File: src/rtl/wbu_commit_arbiter.sv
// Writeback commit arbiter: pops way0/way1 WBU buffer entries in pID order and drives
// two registered integer register-file write ports (port 0 older, port 1 younger).
module wbu_commit_arbiter #(
  parameter int unsigned DATA_WIDTH  = 64,
  parameter int unsigned ADDR_WIDTH  = 5,
  parameter int unsigned PID_WIDTH   = 2,
  parameter int unsigned STALL_LIMIT = 16
) (
  input  logic                  clk,
  input  logic                  reset_n,
  input  logic                  way0_valid_i,
  input  logic                  way0_wen_i,
  input  logic [ADDR_WIDTH-1:0] way0_rd_addr_i,
  input  logic [DATA_WIDTH-1:0] way0_rd_data_i,
  input  logic [PID_WIDTH-1:0]  way0_pid_i,
  output logic                  way0_ready_o,
  input  logic                  way1_valid_i,
  input  logic                  way1_wen_i,
  input  logic [ADDR_WIDTH-1:0] way1_rd_addr_i,
  input  logic [DATA_WIDTH-1:0] way1_rd_data_i,
  input  logic [PID_WIDTH-1:0]  way1_pid_i,
  output logic                  way1_ready_o,
  input  logic                  commit_en_i,
  input  logic                  flush_i,
  input  logic [PID_WIDTH-1:0]  flush_pid_i,
  output logic                  rf_wen0_o,
  output logic [ADDR_WIDTH-1:0] rf_waddr0_o,
  output logic [DATA_WIDTH-1:0] rf_wdata0_o,
  output logic                  rf_wen1_o,
  output logic [ADDR_WIDTH-1:0] rf_waddr1_o,
  output logic [DATA_WIDTH-1:0] rf_wdata1_o,
  output logic [1:0]            retired_o,
  output logic [PID_WIDTH-1:0]  exp_pid_o,
  output logic                  pid_conflict_o,
  output logic                  deadlock_o
);

  localparam int unsigned CNT_WIDTH = $clog2(STALL_LIMIT + 1);
  localparam logic [CNT_WIDTH-1:0] CNT_MAX = CNT_WIDTH'(STALL_LIMIT);

  logic [PID_WIDTH-1:0]  exp_pid;
  logic [PID_WIDTH-1:0]  exp_pid_p1;
  logic [CNT_WIDTH-1:0]  stall_cnt;
  logic [CNT_WIDTH-1:0]  stall_nxt;
  logic                  active;
  logic                  m0, m1, n0, n1;
  logic                  c0, c1, swap, conflict;
  logic [1:0]            n_commit;
  logic                  p0_commit, p1_commit;
  logic                  p0_wen, p1_wen;
  logic [ADDR_WIDTH-1:0] p0_addr, p1_addr;
  logic [DATA_WIDTH-1:0] p0_data, p1_data;
  logic                  p0_from_way1;
  logic                  waw;

  assign active     = commit_en_i & ~flush_i;
  assign exp_pid_p1 = exp_pid + PID_WIDTH'(1);
  assign m0 = way0_valid_i & (way0_pid_i == exp_pid);
  assign m1 = way1_valid_i & (way1_pid_i == exp_pid);
  assign n0 = way0_valid_i & (way0_pid_i == exp_pid_p1);
  assign n1 = way1_valid_i & (way1_pid_i == exp_pid_p1);

  // Commit selection; swap means way1 is the older entry and goes to port 0
  always_comb begin
    c0       = 1'b0;
    c1       = 1'b0;
    swap     = 1'b0;
    conflict = 1'b0;
    if (active) begin
      if (m0 && n1) begin
        c0 = 1'b1;
        c1 = 1'b1;
      end else if (m1 && n0) begin
        c0   = 1'b1;
        c1   = 1'b1;
        swap = 1'b1;
      end else if (m0 && m1) begin
        c0       = 1'b1;
        conflict = 1'b1;
      end else if (m0) begin
        c0 = 1'b1;
      end else if (m1) begin
        c1 = 1'b1;
      end
    end
  end

  assign way0_ready_o = c0;
  assign way1_ready_o = c1;
  assign n_commit     = {1'b0, c0} + {1'b0, c1};

  assign p0_commit    = c0 | c1;
  assign p1_commit    = c0 & c1;
  assign p0_from_way1 = swap | (c1 & ~c0);
  assign p0_wen  = p0_from_way1 ? way1_wen_i     : way0_wen_i;
  assign p0_addr = p0_from_way1 ? way1_rd_addr_i : way0_rd_addr_i;
  assign p0_data = p0_from_way1 ? way1_rd_data_i : way0_rd_data_i;
  assign p1_wen  = swap ? way0_wen_i     : way1_wen_i;
  assign p1_addr = swap ? way0_rd_addr_i : way1_rd_addr_i;
  assign p1_data = swap ? way0_rd_data_i : way1_rd_data_i;

  // Same-cycle WAW: the younger write on port 1 wins
  assign waw = p1_commit & p0_wen & p1_wen & (p0_addr == p1_addr) & (p0_addr != '0);

  always_comb begin
    stall_nxt = stall_cnt;
    if (flush_i || (n_commit != 2'd0)) begin
      stall_nxt = '0;
    end else if (commit_en_i && (way0_valid_i || way1_valid_i) && (stall_cnt != CNT_MAX)) begin
      stall_nxt = stall_cnt + CNT_WIDTH'(1);
    end
  end

  always_ff @(posedge clk or negedge reset_n) begin
    if (!reset_n) begin
      rf_wen0_o      <= 1'b0;
      rf_waddr0_o    <= '0;
      rf_wdata0_o    <= '0;
      rf_wen1_o      <= 1'b0;
      rf_waddr1_o    <= '0;
      rf_wdata1_o    <= '0;
      retired_o      <= 2'd0;
      exp_pid        <= '0;
      stall_cnt      <= '0;
      pid_conflict_o <= 1'b0;
      deadlock_o     <= 1'b0;
    end else begin
      rf_wen0_o <= p0_commit & p0_wen & (p0_addr != '0) & ~waw;
      rf_wen1_o <= p1_commit & p1_wen & (p1_addr != '0);
      if (p0_commit) begin
        rf_waddr0_o <= p0_addr;
        rf_wdata0_o <= p0_data;
      end
      if (p1_commit) begin
        rf_waddr1_o <= p1_addr;
        rf_wdata1_o <= p1_data;
      end
      retired_o      <= n_commit;
      exp_pid        <= flush_i ? flush_pid_i : exp_pid + PID_WIDTH'(n_commit);
      stall_cnt      <= stall_nxt;
      pid_conflict_o <= pid_conflict_o | conflict;
      deadlock_o     <= deadlock_o | (stall_nxt == CNT_MAX);
    end
  end

  assign exp_pid_o = exp_pid;

endmodule

File: config.mk
export PLATFORM = sky130hd
export DESIGN_NAME = wbu_commit_arbiter
export DESIGN_NICKNAME = d
export VERILOG_FILES = /design/src/rtl/wbu_commit_arbiter.sv
export SDC_FILE = /design/constraint.sdc
export NUM_CORES = 1
export LEC_CHECK = 0
export CORE_ASPECT_RATIO = 0.5
export CORE_MARGIN = 2
export CORE_UTILIZATION = 44
export DETAILED_ROUTE_END_ITERATION = 8
export MAX_ROUTING_LAYER = met4
export PLACE_DENSITY = 0.81
export SKIP_LAST_GASP = 1
export SLEW_MARGIN = 20
export SYNTH_ARGS = -nofsm -noshare
export SYNTH_HDL_FRONTEND = slang
export SYNTH_SLANG_ARGS = --single-unit
File: constraint.sdc
create_clock -name clk -period 3.8 [get_ports clk]
set_clock_uncertainty 0.1 [all_clocks]
set_input_delay 0.76 -clock clk [delete_from_list [all_inputs] [get_ports clk]]
set_output_delay 0.76 -clock clk [all_outputs]
set_load 0.005 [all_outputs]
Word-level counts from Yosys, hierarchy flattened
Index checks and enable logic that the tools add are counted.
{ "op_classes": {"addsub": 4, "n_reduce_logical": 10, "eq_ne": 7, "bitwise": 23, "muxes": 27} }
{ "op_table": {"columns": ["cell", "count"], "rows": [
  ["$mux 64", 2],
  ["$mux 1", 20],
  ["$mux 5", 4],
  ["$and 1x1->1", 16],
  ["$reduce_bool 5->1", 2],
  ["$eq 2x2->1", 4],
  ["$add 5x1->5 const B", 1],
  ["$eq 5x5->1", 1],
  ["$eq 5x5->1 const B", 1],
  ["$logic_and 1x1->1", 5],
  ["$ne 5x5->1 const B", 1],
  ["$or 1x1->1", 4],
  ["$not 1->1", 3],
  ["$add 1x1->2", 1],
  ["$add 2x1->2 const B", 1],
  ["$add 2x2->2", 1],
  ["$logic_or 1x1->1", 2],
  ["$mux 2", 1],
  ["$reduce_bool 2->1", 1]
]} }
{ "word_totals": {"elab_cells": 82, "input_bits": 152, "reg_bits": 151, "out_inout_bits": 148} }

Longest topological paths before layout
{ "logic_depth": {"word_depth": 17, "ltp_mapped": 12, "mapped_depth_nobuf": 10} }

Worst setup path after synthesis
Ideal clock, no wire load.
{ "synth_timing": {"kind": "input to register", "startpoint": "input port way0_pid_i[1]", "endpoint": "register rf_wdata1_o[10]", "cell_stages": 11, "path_buffers": 3, "slack_ps": 466, "t_required_ps": 3623, "arrival_time_ps": 3157, "setup_time_ps": 77, "path_cell_list": "xnor2_2 > nand4_1 > xnor2_1 > or3_2 > a21oi_1 > ha_1 > clkbuf_1 > clkbuf_1 > clkbuf_1 > nor2_1 > a21oi_1"} }
{ "synth_via": {"elab_chain_len": 8, "elab_cells_between_ends": 22, "classes_between": "2 x eq/ne; 14 x mux; 3 x bitwise; 3 x reduce/logical"} }
{ "synth_rtl": {"columns": ["element", "line_no", "rtl"], "rows": [
  ["from (decl)", "15", "input logic [PID_WIDTH-1:0] way0_pid_i,"],
  ["$eq 2x2->1", "58", "assign m0 = way0_valid_i & (way0_pid_i == exp_pid);"],
  ["$and 1x1->1", "58", null],
  ["$mux 1 or $logic_and 1x1->1 (tied branches)", "80, 77", null],
  ["$mux 1", "77", "end else if (m0 && m1) begin"],
  ["$mux 1", "73", "end else if (m1 && n0) begin"],
  ["$mux 1 (*)", "70", "if (m0 && n1) begin"],
  ["$mux 1 (*)", "69", "if (active) begin"],
  ["net way1_ready_o", "22", "output logic way1_ready_o,"],
  ["$and 1x1->1 (*)", "93", "assign p1_commit = c0 & c1;"],
  ["to (signal assigned)", "136", "rf_wdata1_o <= p1_data;"],
  ["to (decl)", "31", "output logic [DATA_WIDTH-1:0] rf_wdata1_o,"]
]} }
The timed path passes the listed nets; every way through them passes the cells marked *.
A chain may end at the register's enable or synchronous reset.

Worst setup path in the final report
{ "layout_timing": {"startpoint": "input port way0_pid_i[1]", "endpoint": "output port way0_ready_o"} }
{ "layout_via": {"elab_chain_len": 7, "elab_cells_between_ends": 12, "classes_between": "2 x eq/ne; 5 x mux; 2 x bitwise; 3 x reduce/logical"} }
{ "layout_rtl": {"columns": ["element", "line_no", "rtl"], "rows": [
  ["$eq 2x2->1", "58", null],
  ["$and 1x1->1", "58", null],
  ["$mux 1 or $logic_and 1x1->1 (tied branches)", "80, 77", null],
  ["$mux 1", "77", null],
  ["$mux 1", "73", null],
  ["$mux 1 (*)", "70", null],
  ["$mux 1 (*)", "69", null],
  ["to (decl)", "16", "output logic way0_ready_o,"]
]} }
Every way passes the cells marked *; elsewhere a longest branch is shown, timed or not.

==> results.sh <==
export IMPL_wirelength_um=22100
export IMPL_rr_worst_depth=14
export IMPL_reg2reg_setup_slack_ps=550
export IMPL_internal_power_mw=4.26
export IMPL_pre_cts_slack_ps=-46.8
export IMPL_dr_pass1_iters=5
export IMPL_rows=33
export IMPL_finalCriticalPeriod_ps=3680
export IMPL_clkLatencyLatePin_ps=410
export IMPL_hpwlAfterDp_um=16200
export IMPL_finalMaxSlewViolations=0
export IMPL_start_kind="primary input"
export IMPL_multi_input_area_sq_um=3280
export IMPL_p_sw_mw=1.62
export IMPL_power_share_combinational_pct=31.4
export IMPL_clk_pin_slew_ps=60
export IMPL_core_sq_um=16400
export IMPL_wl_per_cell_um=17.8
export IMPL_clock_path_buffers=2
export IMPL_die_area_sq_um=18000
export IMPL_synthFlopType="dfrtp_1"
export IMPL_r2r_start="exp_pid_o[1]"
export IMPL_num_vias=6436
export IMPL_grtUsageTotal_pct=25.2
export IMPL_antenna_found_initial=0
export IMPL_global_route_usage_met3_pct=5.03
export IMPL_peakVddDrop_mv=0.339
export IMPL_postSynthCellCount=705
export IMPL_gp_congestion=0.911
export IMPL_grtUsageMet2_pct=44.7
export IMPL_postLayoutSetupSlackWorst_ps=119
export IMPL_grt_overflow=0
export IMPL_synth_common_cells="151 x dfrtp_1, 138 x mux2i_1, 74 x a21oi_1, 74 x nor2_1, 72 x nand2_1"
export IMPL_cts_sinks=151
export IMPL_cts_buffers=17
export IMPL_detail_route_vias_per_cell=5.17
export IMPL_post_route_period_util_pct=96.9
export IMPL_hold_viol_final=0
export IMPL_die_h_um=95.8
export IMPL_clockPowerShare_pct=29.4
export IMPL_dpl_instance_area_sq_um=10700
export IMPL_design_area_sq_um=11300
export IMPL_synth_seq_area_share_pct=50.9
export IMPL_cap_violations=0
export IMPL_grt_pass1_wl_um=34500
export IMPL_fin_setup_tns_ps=0
export IMPL_power_leakage_nw=5.20
export IMPL_grt_pass1_vias=6580
export IMPL_power_total_mw=5.88
export IMPL_grt_busiest_layer="met2"
export IMPL_arrival_ps=2820
export IMPL_nets=1165
export IMPL_setup_worst_path_class="in2out"
export IMPL_ys_ff_latch=151
export IMPL_cts_root_buffer="clkbuf_16"
export IMPL_relSlewSlack_pct=63.4
export IMPL_crit_path_end_kind="output port"
export IMPL_worstHoldPathType="in2async"
export IMPL_pwr_share_seq_pct=39.2
export IMPL_timing_fmax_mhz=272
export IMPL_drt_iter0_markers=283
export IMPL_die_width_um=188
export IMPL_grt_util_met1_pct=28.9
export IMPL_crit_path_max_fanout=3
export IMPL_sw_frac_of_total_pct=27.6
export IMPL_area_growth_syn_to_layout_pct=52.3
export IMPL_htreeDepth=4
export IMPL_rr_endpoint="rf_wdata0_o[61]"
export IMPL_start_util_pct=45.2
export IMPL_power_density_nw_per_um2=521
export IMPL_synth_nets=864
export IMPL_grt_setup_unrepaired="yes"
export IMPL_syn_avg_cell_area_sq_um=10.5
export IMPL_boundaryPins=300
export IMPL_synthArstFlopShare_pct=100
export IMPL_synth_top_area_share_pct=50.9
export IMPL_cts_tree="yes"
export IMPL_yosysTopAreaCell="dfrtp_1"
export IMPL_yosys_top_cells_area="dfrtp_1 51%, mux2i_1 19%, a21oi_1 5.0%"
export IMPL_synth_edf_count=0
export IMPL_ant_nets=0
export IMPL_grt_start_max_net_pins=65
export IMPL_status="complete, no violations"
export IMPL_diodes=0
export IMPL_n_fill_cell=1225
export IMPL_drive_gt1_share_pct=7.65
export IMPL_drc_errors=0
export IMPL_yosysWarnings=0
export IMPL_setup_viol=0
export IMPL_syn_cell_area_sq_um=7420
export IMPL_critical_path_required_ps=2940
export IMPL_port_buffers=299
export IMPL_yosysMostFrequentCell="dfrtp_1"
export IMPL_worstMarginPinSlew_ps=549
export IMPL_seq_area_sq_um=3780
export IMPL_timing_hold_ws_ps=201
export IMPL_synth_distinct_cells=48
==> sequential cells by signal (all words and copies together), names as in the netlist <==
signal and count:
deadlock_o 1, exp_pid_o 2, pid_conflict_o 1, retired_o 2
rf_waddr0_o 5, rf_waddr1_o 5, rf_wdata0_o 64, rf_wdata1_o 64
rf_wen0_o 1, rf_wen1_o 1, stall_cnt 5
==> worst max-delay path, stage by stage <==
cell	delay, ps
clkdlybuf4s50_1	500
xnor2_2	130
nand4_1	170
buf_4	180
buf_4	130
buf_4	120
a2bb2oi_1	150
inv_1	150
clkdlybuf4s50_1	540
==> logic make-up (layout without fill, tap and decap cells) <==
family / after synthesis / in the layout / share of synthesized area, %
AO/OA/AOI/OAI: 164 / 164 / 11.9
buffers and inverters: 60 / 374 / 5.40
multiplexers: 141 / 141 / 19.3
AND/OR/NAND/NOR: 169 / 169 / 9.59
flip-flops: 151 / 151 / 50.9
adder cells (fa/ha/maj): 7 / 7 / 1.18
XOR/XNOR: 13 / 13 / 1.74
==> layout make-up <==
type / instances / share of cell area [%]
Clock buffer: 21 / 3.99
Multi-Input combinational cell: 494 / 29.0
Sequential cell: 151 / 33.4
Tap cell: 227 / 2.51
Clock inverter: 11 / 1.32
Inverter: 13 / 0.432
Timing Repair Buffer: 329 / 29.3
==> through the flow <==
step | cells | utilization, %
after floorplan | 705 | -
after global placement | 1211 | 64.9
after detailed placement | 1211 | 64.9
after CTS | 1245 | 68.7
after global routing | 1246 | 68.8
final | 1246 | 68.8
==> power by group through the flow <==
stage / Clock (mW) / Sequential [mW] / Combinational, mW
4_1_cts: 1.77 / 2.30 / 1.87
2_1_floorplan: 0 / 2.35 / 0.489
6_report: 1.73 / 2.30 / 1.85
3_5_place_dp: 0 / 2.33 / 1.86
5_1_grt: 1.85 / 2.36 / 1.99
3_3_place_gp: 0 / 2.30 / 1.80
==> placed cells by master, fill, tap and decap left out, types with 3 or more instances in the layout <==
cell	netlist	layout
xnor2_1	8	8
clkbuf_16	0	17
inv_1	13	13
buf_12	8	7
nor2_1	74	74
or2_2	3	3
nand2_1	72	72
o21ai_1	10	11
a21oi_1	74	73
buf_4	5	23
o21ai_0	66	65
nand2b_1	4	4
bufinv_16	0	3
ha_1	7	5
dfrtp_1	151	151
clkdlybuf4s50_1	0	297
clkbuf_1	31	3
mux2i_1	138	138
xor2_1	3	3
clkinvlp_4	0	3
==> what timing repair did <==
action	CTS	global route
endpoints found under the setup margin	1	1
pin swaps	1	2
gates resized for setup	0	3
hold buffers	0	0
setup buffers	2	1
cloned	0	0
==> how the worst max path moves through the flow <==
stage	from	end	slack, ps	depth (start not counted)
floorplan	way0_pid_i[1]	rf_wdata1_o[10]	470	11
global placement	way0_pid_i[1]	way1_ready_o	20	7
detailed placement	way0_pid_i[1]	way1_ready_o	-50	7
CTS	way0_pid_i[1]	way1_ready_o	30	7
global route	way0_pid_i[1]	way0_ready_o	-4	9
finish	way0_pid_i[1]	way0_ready_o	120	9
==> layer usage <==
layer | vias up | routed length (um) | share of wire [%]
met3 | 46 | 867 | 3.9
met4 | 0 | 694 | 3.1
met2 | 180 | 11600 | 52
met5 | - | 0 | 0
li1 | 3056 | - | -
met1 | 3154 | 8980 | 41
Power figures use the tool's default switching activity.
